==> config.mk <==
export PLATFORM = sky130hd
export DESIGN_NAME = acc_dump_flat
export DESIGN_NICKNAME = d
export VERILOG_FILES = /design/src/rtl/perceptron_pkg.sv /design/src/rtl/acc_dump_if.sv /design/src/rtl/acc_dump.sv /design/src/flat_wrapper.sv
export SDC_FILE = /design/constraint.sdc
export NUM_CORES = 1
export LEC_CHECK = 0
export CAP_MARGIN = 20
export CORE_MARGIN = 5
export CORE_UTILIZATION = 50
export CTS_BUF_LIST = sky130_fd_sc_hd__clkbuf_4 sky130_fd_sc_hd__clkbuf_8
export DETAILED_ROUTE_END_ITERATION = 10
export HOLD_SLACK_MARGIN = 0.08
export PLACE_DENSITY = 0.83
export SLEW_MARGIN = 30
export SYNTH_ARGS = -nofsm -noshare
export SYNTH_HDL_FRONTEND = slang
export SYNTH_SLANG_ARGS = --single-unit
==> constraint.sdc <==
create_clock -name clk -period 2.4 [get_ports clk]
set_clock_uncertainty 0.15 [all_clocks]
set_input_delay 0.36 -clock clk [delete_from_list [all_inputs] [get_ports clk]]
set_output_delay 0.36 -clock clk [all_outputs]
set_load 0.05 [all_outputs]
==> src/rtl/perceptron_pkg.sv <==
// Shared definitions for the perceptron datapath readout: accumulator
// geometry, packet framing byte and the dump state encoding.
package perceptron_pkg;

    localparam int         ACC_WIDTH  = 128;
    localparam logic [7:0] PKT_HEADER = 8'hA5;
    localparam int         NBYTES     = ACC_WIDTH / 8;

    typedef enum logic [2:0] {
        ST_IDLE    = 3'd0,
        ST_SEND    = 3'd1,
        ST_WAIT_HI = 3'd2,
        ST_WAIT_LO = 3'd3,
        ST_DONE    = 3'd4
    } dump_state_t;

endpackage

==> src/rtl/acc_dump_if.sv <==
// Bundle between the controller/UART side and the accumulator dump stage.
// The slave modport is the dump stage itself; master is whoever drives it.
interface acc_dump_if #(
    parameter int WIDTH = perceptron_pkg::ACC_WIDTH
);
    logic             start;
    logic [WIDTH-1:0] big;
    logic             busy_tx;
    logic             transmit;
    logic [7:0]       data_tx;
    logic             busy;
    logic             done;

    modport master (
        output start, big, busy_tx,
        input  transmit, data_tx, busy, done
    );

    modport slave (
        input  start, big, busy_tx,
        output transmit, data_tx, busy, done
    );
endinterface

==> src/rtl/acc_dump.sv <==
// Accumulator readout stage: on start, snapshots the accumulator and streams
// it to the UART as header, WIDTH/8 data bytes MSB-first, then an XOR
// checksum of the data bytes. Pacing follows the UART busy_tx handshake,
// with a timeout in case the transmitter never acknowledges a strobe.
// WIDTH must be a multiple of 8 and ACK_TIMEOUT at least 1.
module acc_dump
    import perceptron_pkg::*;
#(
    parameter int         WIDTH       = ACC_WIDTH,
    parameter logic [7:0] HEADER      = PKT_HEADER,
    parameter int         ACK_TIMEOUT = 15
) (
    input logic       clk,
    input logic       rst,
    acc_dump_if.slave bus
);

    localparam int DUMP_BYTES = WIDTH / 8;
    localparam int IDX_W      = $clog2(DUMP_BYTES + 2);
    localparam int TIMER_W    = $clog2(ACK_TIMEOUT + 1);

    // idx value of the checksum byte, and of the last data byte before it
    localparam logic [IDX_W-1:0]   IDX_CSUM   = IDX_W'(DUMP_BYTES + 1);
    localparam logic [IDX_W-1:0]   IDX_LAST_D = IDX_W'(DUMP_BYTES);
    localparam logic [TIMER_W-1:0] TIMER_LAST = TIMER_W'(ACK_TIMEOUT - 1);

    dump_state_t        state;
    logic [WIDTH-1:0]   snap;
    logic [IDX_W-1:0]   idx;
    logic [7:0]         csum;
    logic [TIMER_W-1:0] timer;
    logic               transmit_q;
    logic [7:0]         data_tx_q;
    logic               busy_q;
    logic               done_q;

    assign bus.transmit = transmit_q;
    assign bus.data_tx  = data_tx_q;
    assign bus.busy     = busy_q;
    assign bus.done     = done_q;

    // Packet sequencer: the outgoing byte is loaded on the transition into
    // SEND so transmit and data_tx are registered together; the snapshot
    // shifts left as each data byte leaves, so the next byte is always on top.
    always_ff @(posedge clk) begin
        if (rst) begin
            state      <= ST_IDLE;
            snap       <= '0;
            idx        <= '0;
            csum       <= '0;
            timer      <= '0;
            transmit_q <= 1'b0;
            data_tx_q  <= '0;
            busy_q     <= 1'b0;
            done_q     <= 1'b0;
        end else begin
            case (state)
                ST_IDLE: begin
                    if (bus.start) begin
                        snap       <= bus.big;
                        idx        <= '0;
                        csum       <= '0;
                        data_tx_q  <= HEADER;
                        transmit_q <= 1'b1;
                        busy_q     <= 1'b1;
                        state      <= ST_SEND;
                    end
                end
                ST_SEND: begin
                    transmit_q <= 1'b0;
                    timer      <= '0;
                    state      <= ST_WAIT_HI;
                end
                ST_WAIT_HI: begin
                    if (bus.busy_tx || timer == TIMER_LAST) begin
                        state <= ST_WAIT_LO;
                    end else begin
                        timer <= timer + 1'b1;
                    end
                end
                ST_WAIT_LO: begin
                    if (!bus.busy_tx) begin
                        if (idx == IDX_CSUM) begin
                            done_q <= 1'b1;
                            state  <= ST_DONE;
                        end else begin
                            idx        <= idx + 1'b1;
                            transmit_q <= 1'b1;
                            state      <= ST_SEND;
                            if (idx == IDX_LAST_D) begin
                                data_tx_q <= csum;
                            end else begin
                                data_tx_q <= snap[WIDTH-1 -: 8];
                                csum      <= csum ^ snap[WIDTH-1 -: 8];
                                snap      <= snap << 8;
                            end
                        end
                    end
                end
                ST_DONE: begin
                    done_q <= 1'b0;
                    busy_q <= 1'b0;
                    state  <= ST_IDLE;
                end
                default: begin
                    state <= ST_IDLE;
                end
            endcase
        end
    end

endmodule

==> src/flat_wrapper.sv <==
// flat-port wrapper written by rule: the top's interface ports become plain ports
module acc_dump_flat import perceptron_pkg::*;
#(
    parameter int         WIDTH       = ACC_WIDTH,
    parameter logic [7:0] HEADER      = PKT_HEADER,
    parameter int         ACK_TIMEOUT = 15
)
  (clk, rst, bus_start, bus_big, bus_busy_tx, bus_transmit, bus_data_tx, bus_busy, bus_done);
  acc_dump_if #(.WIDTH(WIDTH)) bus_i ();
  input logic clk;
  input logic rst;
  input wire logic [$bits(bus_i.start)-1:0] bus_start;
  input wire logic [$bits(bus_i.big)-1:0] bus_big;
  input wire logic [$bits(bus_i.busy_tx)-1:0] bus_busy_tx;
  output wire logic [$bits(bus_i.transmit)-1:0] bus_transmit;
  output wire logic [$bits(bus_i.data_tx)-1:0] bus_data_tx;
  output wire logic [$bits(bus_i.busy)-1:0] bus_busy;
  output wire logic [$bits(bus_i.done)-1:0] bus_done;
  assign bus_i.start = bus_start;
  assign bus_i.big = bus_big;
  assign bus_i.busy_tx = bus_busy_tx;
  assign bus_transmit = bus_i.transmit;
  assign bus_data_tx = bus_i.data_tx;
  assign bus_busy = bus_i.busy;
  assign bus_done = bus_i.done;
  acc_dump #(.WIDTH(WIDTH), .HEADER(HEADER), .ACK_TIMEOUT(ACK_TIMEOUT)) u_core (.clk(clk), .rst(rst), .bus(bus_i));
endmodule
==> summary.txt <==
Status = finished, final reports clean
Worst skew pair latency = 0.45 ns
DRC viols = 0
Warnings, synthesis = 0
Final Hold Viols = 0
Worst-margin pin slew = 0.744 ns
Place WS = -0.165 ns
Crit. End Element = flop
Yosys reg bits = 159
First drt pass iteration count = 8
Static leakage = 0.00340 uW
Synth-to-Final Area Change = 31.3%
Clock slew seen by the registers of the worst setup and hold paths = 0.09 ns
Async S/R FF share, synth = 0
Top-area cell type share of the netlist area = 0.464
Root Buffer Master = clkbuf_8
Top FF cell, synth = dfxtp_1
Initial Utilization = 0.514
Hpwl dp = 11.8 mm
Vias per cell = 5.48
Worst EP required = 2.59 ns
Slowest stage delay, CP = 0.37 ns
Core Area = 0.0133 mm2
Max Clock Freq = 449 MHz
Share of layout cells above drive strength 1 = 0.0741
Syn Inst Count = 869
Most frequent cell after synthesis = nand2_1
Yosys cell types = 43
Max-Cap Viols = 0
RR Endpoint = u_core.snap[103]
Critical path destination = u_core.snap[103]
Setup slack, reg-to-reg = 0.17 ns
Flop pwr share = 0.482
Antenna diodes = 0
Worst path most repeated cell = buf_12
Final wirelength = 17.2 mm
Post-synth design cell area = 0.00686 mm2
Via count = 6436
Worst setup SP type = flop
Clock sinks = 159
Largest net degree at the start of global routing = 74
Ports = 143
Crit share post-route = 0.928
Total track usage = 0.209
Peak supply drop = 0.381 mV
RR Startpoint = u_core.idx[1]
Initial DRC Count = 581
Clock share of power = 0.337
PD cells = 699 mW/mm2
Critical path class = flop to flop
ANT nets after route = 0
Worst hold path type = flop to flop
CTS Buf Count = 17
Critical Path Source = u_core.idx[1]
Crit path max-delay cell type = dfxtp_2
Via count of the first global-routing pass = 5928
Critical path, cell by cell = inv_1, ha_1, nor4bb_1, buf_4, o31ai_4, buf_12, buf_12, nor2_1, a311oi_1
Reg2Reg Depth = 9
CP max FO = 32
Util after Layout = 0.675
Syn Nets = 1006
Initial antenna violation count = 0
Minimum clock period = 2.23 ns
Slew Viols, Final = 0
RSZ-0062 raised after global routing = false
Setup TNS = 0 ns
CTS tree = built
Final setup viols = 0
Yosys top cell by area = dfxtp_1
Die width = 127 um
H-Tree Depth = 4
Setup repair bufs after CTS = 0
Final nets = 1122
Congestion Overflow GR = 0
Switching part of the total = 0.269
Post-synth top cells = nand2_1, dfxtp_1, nor2_1
Largest cells by area after synthesis = dfxtp_1, a311oi_1, nand2_1
Die span in y = 127 um
Longest Clk Path Bufs = 2
First-pass GRT wire length = 28.0 mm
Row count = 42
Gate power share = 0.181
IO Port Bufs = 142
Sequential-to-total area share from yosys stat = 0.464
Mean Syn Cell Area = 7.89 um2
Sw power = 1700 uW
Int Pwr = 4600 uW
Placer Congestion = 0.796
Post-synth EDFFs = 0
WP data arrival = 2.42 ns
Final WS setup = 0.172 ns
Slew headroom = 0.504
Drt wl/cell = 14.6 um
Full die area = 0.0162 mm2
==> metal layers <==
metal  global-route usage  share of wire  routed length [um]  vias up
li1                     -              -                   -     3284
met1                0.281           0.45                7800     2936
met2                0.339           0.47                8140      203
met3               0.0509          0.064                1110       13
met4               0.0530         0.0075                 129        0
met5                    0              0                   0        -
==> worst max-delay path, delay by kind of cell (launching register included) <==
family,cells,cell delay [ns]
AOI/OAI and AO/OA,2,0.60
buffers and inverters,4,0.58
DFF,1,0.37
and+or+nand+nor,2,0.22
adders and majority gates,1,0.19
==> area by class of cell <==
cell class | count | area [um2]
clock buffer | 18 | 241
tap | 176 | 220
multi-input combinational | 617 | 3310
timing repair buffer | 176 | 1800
sequential | 159 | 3180
inverter | 14 | 52.6
clock inverter | 14 | 191
fill | 1104 | 4340
==> placed cells by master (no fill, tap or decap), types with 2 or more instances in the layout <==
| cell | n |
|---|---|
| clkinv_4 | 2 |
| nor2b_1 | 2 |
| nand3b_1 | 3 |
| a21oi_1 | 12 |
| o2bb2ai_1 | 4 |
| a31oi_1 | 2 |
| inv_1 | 14 |
| clkinv_2 | 3 |
| o211ai_1 | 8 |
| or3_1 | 4 |
| a211oi_1 | 6 |
| a311oi_2 | 2 |
| a21boi_0 | 2 |
| nor2_1 | 145 |
| nand2_1 | 252 |
| clkinvlp_4 | 4 |
| o21a_1 | 2 |
| a22o_1 | 9 |
| ha_1 | 5 |
| buf_12 | 10 |
| clkdlybuf4s50_1 | 141 |
| nand4bb_1 | 2 |
| clkbuf_8 | 17 |
| o21ai_0 | 10 |
| nor3_1 | 3 |
| bufinv_16 | 4 |
| a311oi_1 | 120 |
| nand3_1 | 4 |
| buf_4 | 24 |
| dfxtp_1 | 158 |
==> metrics by stage <==
step	area [um2]	cells	power, uW	hold WS [ns]
floorplan	6860	869	3750	0.295
global placement	8550	1141	4190	0.308
detailed placement	8550	1141	4220	0.307
CTS	8990	1174	6340	0.310
global route	9000	1174	6630	0.311
finish	9000	1174	6300	0.322
==> cells by family after synthesis <==
group | after synthesis | share of synthesized area
and+or+nand+nor | 425 | 0.246
AOI/OAI and AO/OA | 185 | 0.220
DFF | 159 | 0.464
buffers and inverters | 93 | 0.0578
adders and majority gates | 5 | 0.00912
muxes | 2 | 0.00310
==> power by group through the flow <==
stage,Clock (uW),Sequential [uW],Combinational [uW]
finish,2120,3040,1140
global route,2290,3070,1260
CTS,2170,3030,1140
detailed placement,0,3090,1130
global placement,0,3090,1100
floorplan,0,3100,650
==> repair_timing <==
action                     in CTS  in global routing
setup endpoints to repair       0                 12
hold buffers                    1                  0
resized for setup               0                  4
hold endpoints to repair        7                  0
==> sequential cells by signal, summed over array words and instances (netlist names) <==
name	cells
u_core.bus.transmit	1
u_core.snap	128
u_core.timer	4
u_core.csum	8
u_core.bus.busy	1
u_core.bus.data_tx	8
u_core.bus.done	1
u_core.idx	5
u_core.state	3
==> worst min-delay path by stage <==
stage / startpoint / to / slack (ns) / cells past startpoint
global route: bus_big[42] / u_core.snap[42] / 0.31 / 3
detailed placement: u_core.bus.data_tx[3] / u_core.bus.data_tx[3] / 0.31 / 1
CTS: bus_big[73] / u_core.snap[73] / 0.31 / 3
finish: u_core.bus.data_tx[3] / u_core.bus.data_tx[3] / 0.32 / 1
global placement: u_core.csum[1] / u_core.csum[1] / 0.31 / 1
floorplan: u_core.csum[0] / u_core.csum[0] / 0.29 / 1
(Power assumes the default switching activity.)
